File: config.mk
export PLATFORM = sky130hd
export DESIGN_NAME = bht_predictor
export DESIGN_NICKNAME = d
export VERILOG_FILES = /design/src/rtl/bht_predictor_pkg.sv /design/src/rtl/bht_predictor_sat_ctr2.sv /design/src/rtl/bht_predictor.sv
export SDC_FILE = /design/constraint.sdc
export NUM_CORES = 1
export LEC_CHECK = 0
export CAP_MARGIN = 10
export CORE_MARGIN = 2
export CORE_UTILIZATION = 58
export CTS_BUF_LIST = sky130_fd_sc_hd__clkbuf_2
export DETAILED_ROUTE_END_ITERATION = 8
export PLACE_DENSITY = 0.94
export REMOVE_ABC_BUFFERS = 1
export SETUP_SLACK_MARGIN = 0.15
export SLEW_MARGIN = 40
export SYNTH_ARGS = -nofsm -noshare
export SYNTH_HDL_FRONTEND = slang
export SYNTH_HIERARCHICAL = 1
export SYNTH_SLANG_ARGS = --single-unit
File: constraint.sdc
create_clock -name clk -period 5.55 [get_ports clk]
set_input_delay 1.11 -clock clk [delete_from_list [all_inputs] [get_ports clk]]
set_output_delay 1.11 -clock clk [all_outputs]
set_load 0.02 [all_outputs]
File: src/rtl/bht_predictor_pkg.sv
// Shared constants for the branch history table: default address width and
// the 2-bit saturating counter encodings.
package bht_predictor_pkg;

    localparam int IM_ADDR_NBIT = 10;

    typedef enum logic [1:0] {
        CTR_SNT = 2'd0,  // strong not-taken
        CTR_WNT = 2'd1,  // weak not-taken
        CTR_WT  = 2'd2,  // weak taken
        CTR_ST  = 2'd3   // strong taken
    } ctr_e;

endpackage

File: src/rtl/bht_predictor_sat_ctr2.sv
// Next-state function of a 2-bit saturating direction counter.
module sat_ctr2
    import bht_predictor_pkg::*;
(
    input  logic [1:0] ctr_i,
    input  logic       inc_i,
    output logic [1:0] ctr_o
);

    // Step toward taken on inc, toward not-taken otherwise; clamp at the ends.
    always_comb begin
        ctr_o = ctr_i;
        if (inc_i) begin
            if (ctr_i != CTR_ST) ctr_o = ctr_i + 2'd1;
        end else begin
            if (ctr_i != CTR_SNT) ctr_o = ctr_i - 2'd1;
        end
    end

endmodule

File: src/rtl/bht_predictor.sv
// Direct-mapped branch history table: zero-latency lookup on the fetch PC,
// update from the resolving stage, plus saturating prediction/miss counters.
module bht_predictor
    import bht_predictor_pkg::*;
#(
    parameter int ADDR_NBIT = IM_ADDR_NBIT,
    parameter int IDX_NBIT  = 3,
    parameter int STAT_NBIT = 32
) (
    input  logic                 clk,
    input  logic                 rst,
    input  logic                 en,
    input  logic                 clr,
    input  logic [ADDR_NBIT-1:0] pc,
    output logic                 pc_ld_bht,
    output logic [ADDR_NBIT-1:0] bht_pc_new,
    output logic                 pred_hit,
    input  logic                 upd_en,
    input  logic [ADDR_NBIT-1:0] upd_pc,
    input  logic                 upd_taken,
    input  logic [ADDR_NBIT-1:0] upd_target,
    input  logic                 upd_pred_taken,
    output logic [STAT_NBIT-1:0] stat_pred,
    output logic [STAT_NBIT-1:0] stat_miss
);

    localparam int NENT     = 1 << IDX_NBIT;
    localparam int TAG_NBIT = ADDR_NBIT - IDX_NBIT - 2;

    // Table storage; only valid is reset, the rest is meaningless while invalid.
    logic [NENT-1:0]                valid_q, valid_d;
    logic [NENT-1:0][TAG_NBIT-1:0]  tag_q;
    logic [NENT-1:0][ADDR_NBIT-1:0] tgt_q;
    logic [NENT-1:0][1:0]           ctr_q;

    logic [STAT_NBIT-1:0] stat_pred_q, stat_pred_d;
    logic [STAT_NBIT-1:0] stat_miss_q, stat_miss_d;

    // Byte-offset bits never take part in indexing or tagging.
    logic unused_offs;
    assign unused_offs = ^{pc[1:0], upd_pc[1:0]};

    // Lookup path
    logic [IDX_NBIT-1:0] lk_idx;
    logic [TAG_NBIT-1:0] lk_tag;
    logic                lk_hit;

    assign lk_idx = pc[IDX_NBIT+1:2];
    assign lk_tag = pc[ADDR_NBIT-1:IDX_NBIT+2];
    assign lk_hit = valid_q[lk_idx] && (tag_q[lk_idx] == lk_tag);

    assign pred_hit   = en && lk_hit;
    assign pc_ld_bht  = en && lk_hit && ctr_q[lk_idx][1];
    assign bht_pc_new = pc_ld_bht ? tgt_q[lk_idx] : '0;

    // Update path
    logic [IDX_NBIT-1:0] up_idx;
    logic [TAG_NBIT-1:0] up_tag;
    logic                up_hit;
    logic                up_we;
    logic [1:0]          up_ctr_nxt;

    assign up_idx = upd_pc[IDX_NBIT+1:2];
    assign up_tag = upd_pc[ADDR_NBIT-1:IDX_NBIT+2];
    assign up_hit = valid_q[up_idx] && (tag_q[up_idx] == up_tag);
    // An entry is written on a hit (counter move) or a taken miss (allocate).
    assign up_we  = upd_en && !rst && !clr && (up_hit || upd_taken);

    sat_ctr2 u_ctr (
        .ctr_i (ctr_q[up_idx]),
        .inc_i (upd_taken),
        .ctr_o (up_ctr_nxt)
    );

    // Valid bits: clr invalidates everything and swallows a concurrent update.
    always_comb begin
        valid_d = valid_q;
        if (clr) valid_d = '0;
        else if (upd_en && upd_taken) valid_d[up_idx] = 1'b1;
    end

    // Valid register with synchronous reset.
    always_ff @(posedge clk) begin
        if (rst) valid_q <= '0;
        else     valid_q <= valid_d;
    end

    // Payload write: allocation starts at weak-taken, hits step the counter.
    always_ff @(posedge clk) begin
        if (up_we) begin
            ctr_q[up_idx] <= up_hit ? up_ctr_nxt : CTR_WT;
            if (upd_taken) begin
                tag_q[up_idx] <= up_tag;
                tgt_q[up_idx] <= upd_target;
            end
        end
    end

    // Statistics next state: count events, hold at all-ones instead of wrapping.
    always_comb begin
        stat_pred_d = stat_pred_q;
        stat_miss_d = stat_miss_q;
        if (pc_ld_bht && !(&stat_pred_q))
            stat_pred_d = stat_pred_q + STAT_NBIT'(1);
        if (upd_en && (upd_pred_taken != upd_taken) && !(&stat_miss_q))
            stat_miss_d = stat_miss_q + STAT_NBIT'(1);
    end

    // Statistics registers; clr leaves them alone, only rst zeroes them.
    always_ff @(posedge clk) begin
        if (rst) begin
            stat_pred_q <= '0;
            stat_miss_q <= '0;
        end else begin
            stat_pred_q <= stat_pred_d;
            stat_miss_q <= stat_miss_d;
        end
    end

    assign stat_pred = stat_pred_q;
    assign stat_miss = stat_miss_q;

endmodule

# After elaboration in Yosys (flattened, before gate mapping)
# Cells that the tools add are included.
# totals
ff_bits	208
in_bits	37
output_inout_bits	76
# op_classes
n_addsub	4
magnitude_cmp	3
eq_ne	4
n_mux	30
bitwise_logic	1
n_reduce_logical	22
# ops
op	n
80-bit bitwise mux	1
32-bit by 1-bit adder with 32-bit output, second input constant	2
32-bit AND reduction	2
40-bit bitwise mux	1
10-bit binary-select mux with 3-bit select	1
5-bit binary-select mux with 3-bit select	2
10-bit demux with 3-bit select	1
10-bit two-way mux	3
16-bit bitwise mux	1
5-bit demux with 3-bit select	1
5-bit two-way mux	3
2-bit two-way mux	7
2-bit binary-select mux with 3-bit select	2
1-bit logical AND	12
5-bit == test	2
3-bit by 4-bit less-than comparator with 1-bit output, second input constant	2
8-bit bitwise OR	1
1-bit binary-select mux with 3-bit select	2
2-bit demux with 3-bit select	1
1-bit zero test	4
1-bit demux with 3-bit select	1
3-bit by 1-bit >= comparator with 1-bit output, second input constant	1
1-bit two-way mux	3
2-bit by 1-bit adder with 2-bit output, second input constant	1
7 further kinds	7

# Logic depth before layout (Yosys ltp)
# Gate-level depths: netlist of the first run.
# depth
ltp_word	7
depth_mapped	12
mapped_depth_nobuf	9

# By module
# The synthesis of the first run kept the hierarchy.
# by_module_without_submodules
mod	instances	cells_each	area_each_um2	seq_area_each_um2
bht_predictor	1	741	9421.5	5525.3
sat_ctr2	1	3	26.3	0.0

# Worst setup path before layout of the first run
# No wires, ideal clock.
# synth_path
kind	in2out
start	input port pc[3]
end	output port bht_pc_new[0]
t_arrival_ps	3730
required_time_ps	4440
path_slack_ps	710
path_stages	12
cell_sequence	buf_6 > buf_8 > mux2i_1 > mux4_2 > xnor2_1 > or4_4 > or2_0 > buf_2 > buf_2 > clkbuf_1 > buf_1 > nor2_1
# synth_between
elab_chain_cells	7
elab_cells_between_ends	13
# synth_lines
item	line_no	text
from (decl)	bht_predictor.sv:14	input logic [ADDR_NBIT-1:0] pc,
5-bit binary-select mux with 3-bit select	bht_predictor.sv:50	assign lk_hit = valid_q[lk_idx] && (tag_q[lk_idx] == lk_tag);
5-bit two-way mux (implied by the code)	bht_predictor.sv:50	
5-bit == test	bht_predictor.sv:50	
1-bit logical AND	bht_predictor.sv:50	
1-bit logical AND (2 in a row)	bht_predictor.sv:53	assign pc_ld_bht = en && lk_hit && ctr_q[lk_idx][1];
10-bit two-way mux (*)	bht_predictor.sv:54	assign bht_pc_new = pc_ld_bht ? tgt_q[lk_idx] : '0;
to (decl)	bht_predictor.sv:16	output logic [ADDR_NBIT-1:0] bht_pc_new,
# Every way passes the cells marked *; elsewhere a longest branch is shown, timed or not. The select of a mux whose other input is x is not followed.

# Worst setup path after layout of the first run
# layout_path
start	input port pc[2]
end	output port bht_pc_new[5]
# Same word-level chain as after synthesis.

==> flow_metrics.env, run 1 <==
export IMPL_status="finished clean"
export IMPL_timing_final_crit_share=0.943
export IMPL_path_max_fanout=13
export IMPL_insertion_delay_ns=0.81
export IMPL_vias_per_cell=5.89
export IMPL_synth_edf_count=136
export IMPL_synth_largest_area_cell="edfxtp_1"
export IMPL_cts_resized=0
export IMPL_worstPathCellList="buf_2, mux2i_1, mux4_2, xnor2_1, or4_4, or2_2, nor2_1, clkdlybuf4s50_1"
export IMPL_gp_congestion=0.850
export IMPL_crit_type="input pin to primary output"
export IMPL_clk_pin_slew_ns=0.10
export IMPL_drc=0
export IMPL_path_delay_family="simple AND/OR/NAND/NOR gates"
export IMPL_antenna_found_initial=1
export IMPL_htree_levels=2
export IMPL_critPathCaptureType="primary output"
export IMPL_cpPeakStageDelay_ns=0.64
export IMPL_wl_per_cell_um=18.4
export IMPL_clock_skew_ns=0.0697
export IMPL_row_count=46
export IMPL_dp_hpwl_um=14400
export IMPL_chipHeight_um=132
export IMPL_hold_violations=0
export IMPL_layout_common_cells="edfxtp_1 (136), clkdlybuf4s50_1 (103), nor2_1 (88)"
export IMPL_grt_pass1_wl_um=32900
export IMPL_setup_viol=0
export IMPL_core_area_um2=15900
export IMPL_dr_pass1_iters=5
export IMPL_rsz0062_at_grt="no"
export IMPL_maxCapViolations=0
export IMPL_power_total_w=0.00274
export IMPL_ys_seq_area_frac=0.585
export IMPL_r2r_setup_slack_ns=2.13
export IMPL_power_density_nw_per_um2=245
export IMPL_syn_area_um2=9450
export IMPL_clkSinkCount=208
export IMPL_synth_async_reset_ratio=0
export IMPL_postCtsHoldBufs=0
export IMPL_ys_top_cells_by_area="edfxtp_1 (43%), dfxtp_1 (15%), mux4_2 (7.9%)"
export IMPL_ys_flop_type="edfxtp_1"
export IMPL_layout_drive_gt1_share=0.175
export IMPL_die_area_um2=17300
export IMPL_grt_total_usage=0.238
export IMPL_worstHoldPathType="flip-flop to flip-flop"
export IMPL_crit_buf_inv=2
export IMPL_initial_core_util=0.595
export IMPL_ys_warn_count=6
export IMPL_startpoint_type="input pin"
export IMPL_die_w_um=132
export IMPL_cts_root_buf="clkbuf_2"
export IMPL_overflow=0
export IMPL_max_slew_margin=0.464
export IMPL_area_growth_pct=18.4
export IMPL_slew_viol_final=0
export IMPL_postCtsSetupBuffers=0
export IMPL_synthCells=744
export IMPL_cts_tree="built"
export IMPL_first_global_vias=6693
export IMPL_fin_nets=929
export IMPL_wl_um=20900
export IMPL_portBuffers=108
export IMPL_cts_buffers=49
export IMPL_tns_ns=0
export IMPL_num_vias=6704
export IMPL_drtAntennaViolNets=0
export IMPL_layout_commonest_cell="edfxtp_1"
export IMPL_yosysUniqueCellTypes=57
export IMPL_synth_top_area_share=0.432
export IMPL_worstMarginPinSlew_ns=0.801
export IMPL_leakage_nw=3.94
export IMPL_max_freq_mhz=191
export IMPL_synth_avg_cell_area_um2=12.7
export IMPL_drt_iter0_markers=498
export IMPL_fin_crit_ns=5.23
export IMPL_grt_max_degree=84
export IMPL_worstPathRequired_ns=4.44
export IMPL_ys_ff_latch=208
export IMPL_crit_slowest_cell="clkdlybuf4s50_1"
export IMPL_clockBufferDepth=3
export IMPL_io_pins=113
export IMPL_peakVddDrop_v=0.000180
export IMPL_crit_arrival_ns=4.12
-- cells by family after synthesis --
family | count (synthesis) | synth area share
DFF | 208 | 0.585
xor gates and xnor gates | 35 | 0.0324
adders and majority gates | 4 | 0.00503
AOI/OAI and AO/OA | 76 | 0.0513
muxes | 100 | 0.156
and+or+nand+nor | 273 | 0.147
buffers and inverters | 48 | 0.0238
-- worst reg2reg max path: stages, from the launching register on --
cell and delay, ns:
edfxtp_1 0.38, mux2i_1 0.08, mux4_2 0.48, xnor2_1 0.14, or4_4 0.56, or2_2 0.48, buf_4 0.30, or4_1 0.54
mux2_1 0.31
-- layer usage --
metal	vias to the layer above	share of wire	global-route usage
met4	0	0.030	0.101
met3	55	0.069	0.0544
met1	3254	0.40	0.289
met5	-	0	0
met2	257	0.51	0.410
li1	3138	-	-
-- sequential cells by signal, indices dropped and copies added (netlist names) --
name	flops
ctr_q	16
stat_miss	32
stat_pred	32
tag_q	40
tgt_q	80
valid_q	8
-- worst paths after layout --
| check | from | to | cells after the start |
|---|---|---|---|
| worst max-delay path | pc[2] | bht_pc_new[5] | 8 |
| worst min-delay path | valid_q[3] | valid_q[3] | 1 |
| worst max register to register | tag_q[10] | stat_pred[8] | 8 |
| worst min register to register | valid_q[3] | valid_q[3] | 1 |
-- through the flow --
step | std cells | utilization | setup WS, ns | hold slack (ns) | area, um2
3_5_place_dp | 1055 | 0.678 | 0.184 | 0.468 | 10800
5_1_grt | 1139 | 0.704 | 0.167 | 0.509 | 11200
3_3_place_gp | 1055 | 0.678 | 0.187 | 0.460 | 10800
2_1_floorplan | 709 | - | 0.877 | 0.433 | 9270
6_report | 1139 | 0.704 | 0.316 | 0.496 | 11200
4_1_cts | 1138 | 0.704 | 0.152 | 0.493 | 11200
-- layout make-up --
type,instances,area (um2)
Timing Repair Buffer,130,1230
Inverter,13,48.8
Clock buffer,69,345
Fill cell,1101,4700
Tap cell,216,270
Antenna cell,1,2.50
Clock inverter,14,61.3
Sequential cell,208,5530
Multi-Input combinational cell,488,3700
-- power by group --
part / total, W / leakage [nW] / switching [W] / internal, W
Combinational: 0.000171 / 1.80 / 0.0000915 / 0.0000791
Sequential: 0.00166 / 1.82 / 0.00000413 / 0.00165
Clock: 0.000910 / 0.321 / 0.000575 / 0.000335
Total: 0.00274 / 3.94 / 0.000671 / 0.00206
-- synth_stat cells, drive strengths merged, types with 2 or more instances --
| library cell | instances |
|---|---|
| edfxtp | 136 |
| nor2 | 89 |
| dfxtp | 72 |
| mux2i | 44 |
| nand2 | 41 |
| mux4 | 35 |
| a21oi | 24 |
| clkbuf | 23 |
| nand4 | 23 |
| mux2 | 21 |
| nand3 | 20 |
| nor2b | 19 |
| xor2 | 19 |
| xnor2 | 16 |
| o21ai | 15 |
| inv | 13 |
| buf | 12 |
| nor3 | 12 |
| or3 | 12 |
| or4 | 11 |
| and3 | 10 |
| o31ai | 9 |
| a21o | 8 |
| nor4 | 8 |
| or2 | 8 |
| nand2b | 6 |
| and4 | 5 |
| nand3b | 4 |
| a211o | 2 |
| a31o | 2 |
| a31oi | 2 |
| and3b | 2 |
| ha | 2 |
| maj3 | 2 |
| o211ai | 2 |
| o221ai | 2 |
| o22ai | 2 |
No activity file was read; power rests on OpenSTA's default activity.
==> inputs of run 2 (changes only) <==
Settings changed: SLEW_MARGIN 40 to 20.
==> run 2 against run 1 <==
Against the previous run: sequential cell count unchanged; hold slack lost 0.00088 ns; die area unchanged; count of clock-buffer cells in the layout is the same; sequential power barely moved; via count rose by 0.24%; clock power is essentially flat; first-iteration DRC count shrank 6.2%; cell count unchanged; critical endpoint unchanged.
==> flow_metrics.env, run 2 (synthesis gave the netlist of run 1 again) <==
export IMPL_drc=0
export IMPL_stdcell_count=1139
export IMPL_vias_per_cell=5.90
export IMPL_regMostFlops="tgt_q"
export IMPL_initial_core_util=0.595
export IMPL_clkSinkCount=208
export IMPL_grt_total_usage=0.238
export IMPL_worstHoldPathType="flip-flop to flip-flop"
export IMPL_p_sw_frac=0.245
export IMPL_startpoint_type="input pin"
export IMPL_status="finished clean"
export IMPL_largest_reg_flops=80
export IMPL_die_area_um2=17300
export IMPL_peakVddDrop_v=0.000181
export IMPL_crit_type="input pin to primary output"
export IMPL_rsz0062_at_grt="no"
export IMPL_top_regs="tgt_q: 80 flops, tag_q: 40 flops"
export IMPL_clk_pin_slew_ns=0.10
export IMPL_tns_ns=0
export IMPL_layout_commonest_cell="edfxtp_1"
export IMPL_overflow=0
export IMPL_chipHeight_um=132
export IMPL_cts_root_buf="clkbuf_2"
export IMPL_htree_levels=2
export IMPL_core_area_um2=15900
export IMPL_p_clk_frac=0.332
export IMPL_power_frac_seq=0.605
export IMPL_drtAntennaViolNets=0
export IMPL_setup_viol=0
export IMPL_drt_iter0_markers=467
export IMPL_crit_arrival_ns=4.13
export IMPL_worstPathRequired_ns=4.44
export IMPL_dp_cells=1055
export IMPL_antenna_found_initial=1
export IMPL_cts_buffers=49
export IMPL_path_max_fanout=27
export IMPL_pwr_share_comb=0.062
export IMPL_place_ws_ns=0.184
export IMPL_grt_pass1_wl_um=32900
export IMPL_critPathCaptureType="primary output"
export IMPL_power_density_nw_per_um2=244
export IMPL_postCtsHoldBufs=0
export IMPL_first_global_vias=6693
export IMPL_gp_congestion=0.850
export IMPL_wl_um=21000
export IMPL_insertion_delay_ns=0.81
export IMPL_hold_violations=0
export IMPL_grt_max_degree=84
export IMPL_p_int_w=0.00207
export IMPL_fin_crit_ns=5.24
export IMPL_dp_hpwl_um=14400
export IMPL_max_freq_mhz=191
export IMPL_power_total_w=0.00274
export IMPL_clockBufferDepth=3
export IMPL_cts_tree="built"
export IMPL_slew_viol_final=0
export IMPL_worstMarginPinSlew_ns=0.912
export IMPL_dr_pass1_iters=5
export IMPL_portBuffers=108
export IMPL_max_slew_margin=0.390
export IMPL_area_growth_pct=18.4
export IMPL_maxCapViolations=0
export IMPL_setup_ws_ns=0.315
export IMPL_leakage_nw=3.94
export IMPL_num_vias=6720
export IMPL_timing_final_crit_share=0.943
export IMPL_die_w_um=132
export IMPL_layout_drive_gt1_share=0.172
export IMPL_power_switching_w=0.000670
export IMPL_layout_common_cells="edfxtp_1 (136), clkdlybuf4s50_1 (104), nor2_1 (89)"
export IMPL_io_pins=113
export IMPL_row_count=46
export IMPL_wl_per_cell_um=18.4
export IMPL_clock_skew_ns=0.0654
export IMPL_fin_nets=929
run 2: power by group through the flow:
stage	clock, W	sequential, W	combinational, W
floorplan	0	0.00169	0.0000777
global placement	0	0.00169	0.000165
detailed placement	0	0.00169	0.000170
CTS	0.000933	0.00166	0.000171
global route	0.00101	0.00166	0.000185
finish	0.000909	0.00166	0.000171
run 2: routing by layer:
layer  up-vias  part of all wire  GRT usage
met5         -                 0          0
met2       264              0.51      0.410
met3        45             0.070     0.0544
met1      3277              0.39      0.289
li1       3134                 -          -
met4         0             0.026      0.101
run 2: final timing paths:
kind | from | to | slack, ns | cells after the start
min | valid_q[3] | valid_q[3] | 0.49 | 1
max reg2reg | tag_q[5] | stat_pred[8] | 2.13 | 8
max | pc[3] | bht_pc_new[5] | 0.31 | 9
min reg2reg | valid_q[3] | valid_q[3] | 0.49 | 1
run 2: stage by stage:
| stage | instance area [um2] | hold WS [ns] | util |
|---|---|---|---|
| after global placement | 10800 | 0.460 | 0.678 |
| after global routing | 11200 | 0.509 | 0.704 |
| after detailed placement | 10800 | 0.468 | 0.678 |
| after floorplan | 9270 | 0.433 | - |
| final | 11200 | 0.495 | 0.704 |
| after CTS | 11200 | 0.493 | 0.704 |
run 2: critical path, stage by stage:
cell             delay [ns]
buf_2                  0.26
buf_4                  0.43
mux2i_1                0.14
mux4_2                 0.49
xor2_1                 0.24
nand3b_1               0.13
or2_2                  0.45
nor2_1                 0.21
clkdlybuf4s50_1        0.64
run 2: timing repair:
action / CTS / global route
setup buffers: 0 / 0
resized for setup: 0 / 3
endpoints found under the setup margin: 0 / 11
run 2: final cells by class:
type	count	area, um2
Sequential cell	208	5530
Fill cell	1101	4700
Multi-Input combinational cell	488	3700
Timing Repair Buffer	130	1240
Clock buffer	69	345
Tap cell	216	270
Clock inverter	14	61.3
Inverter	13	48.8
Antenna cell	1	2.50
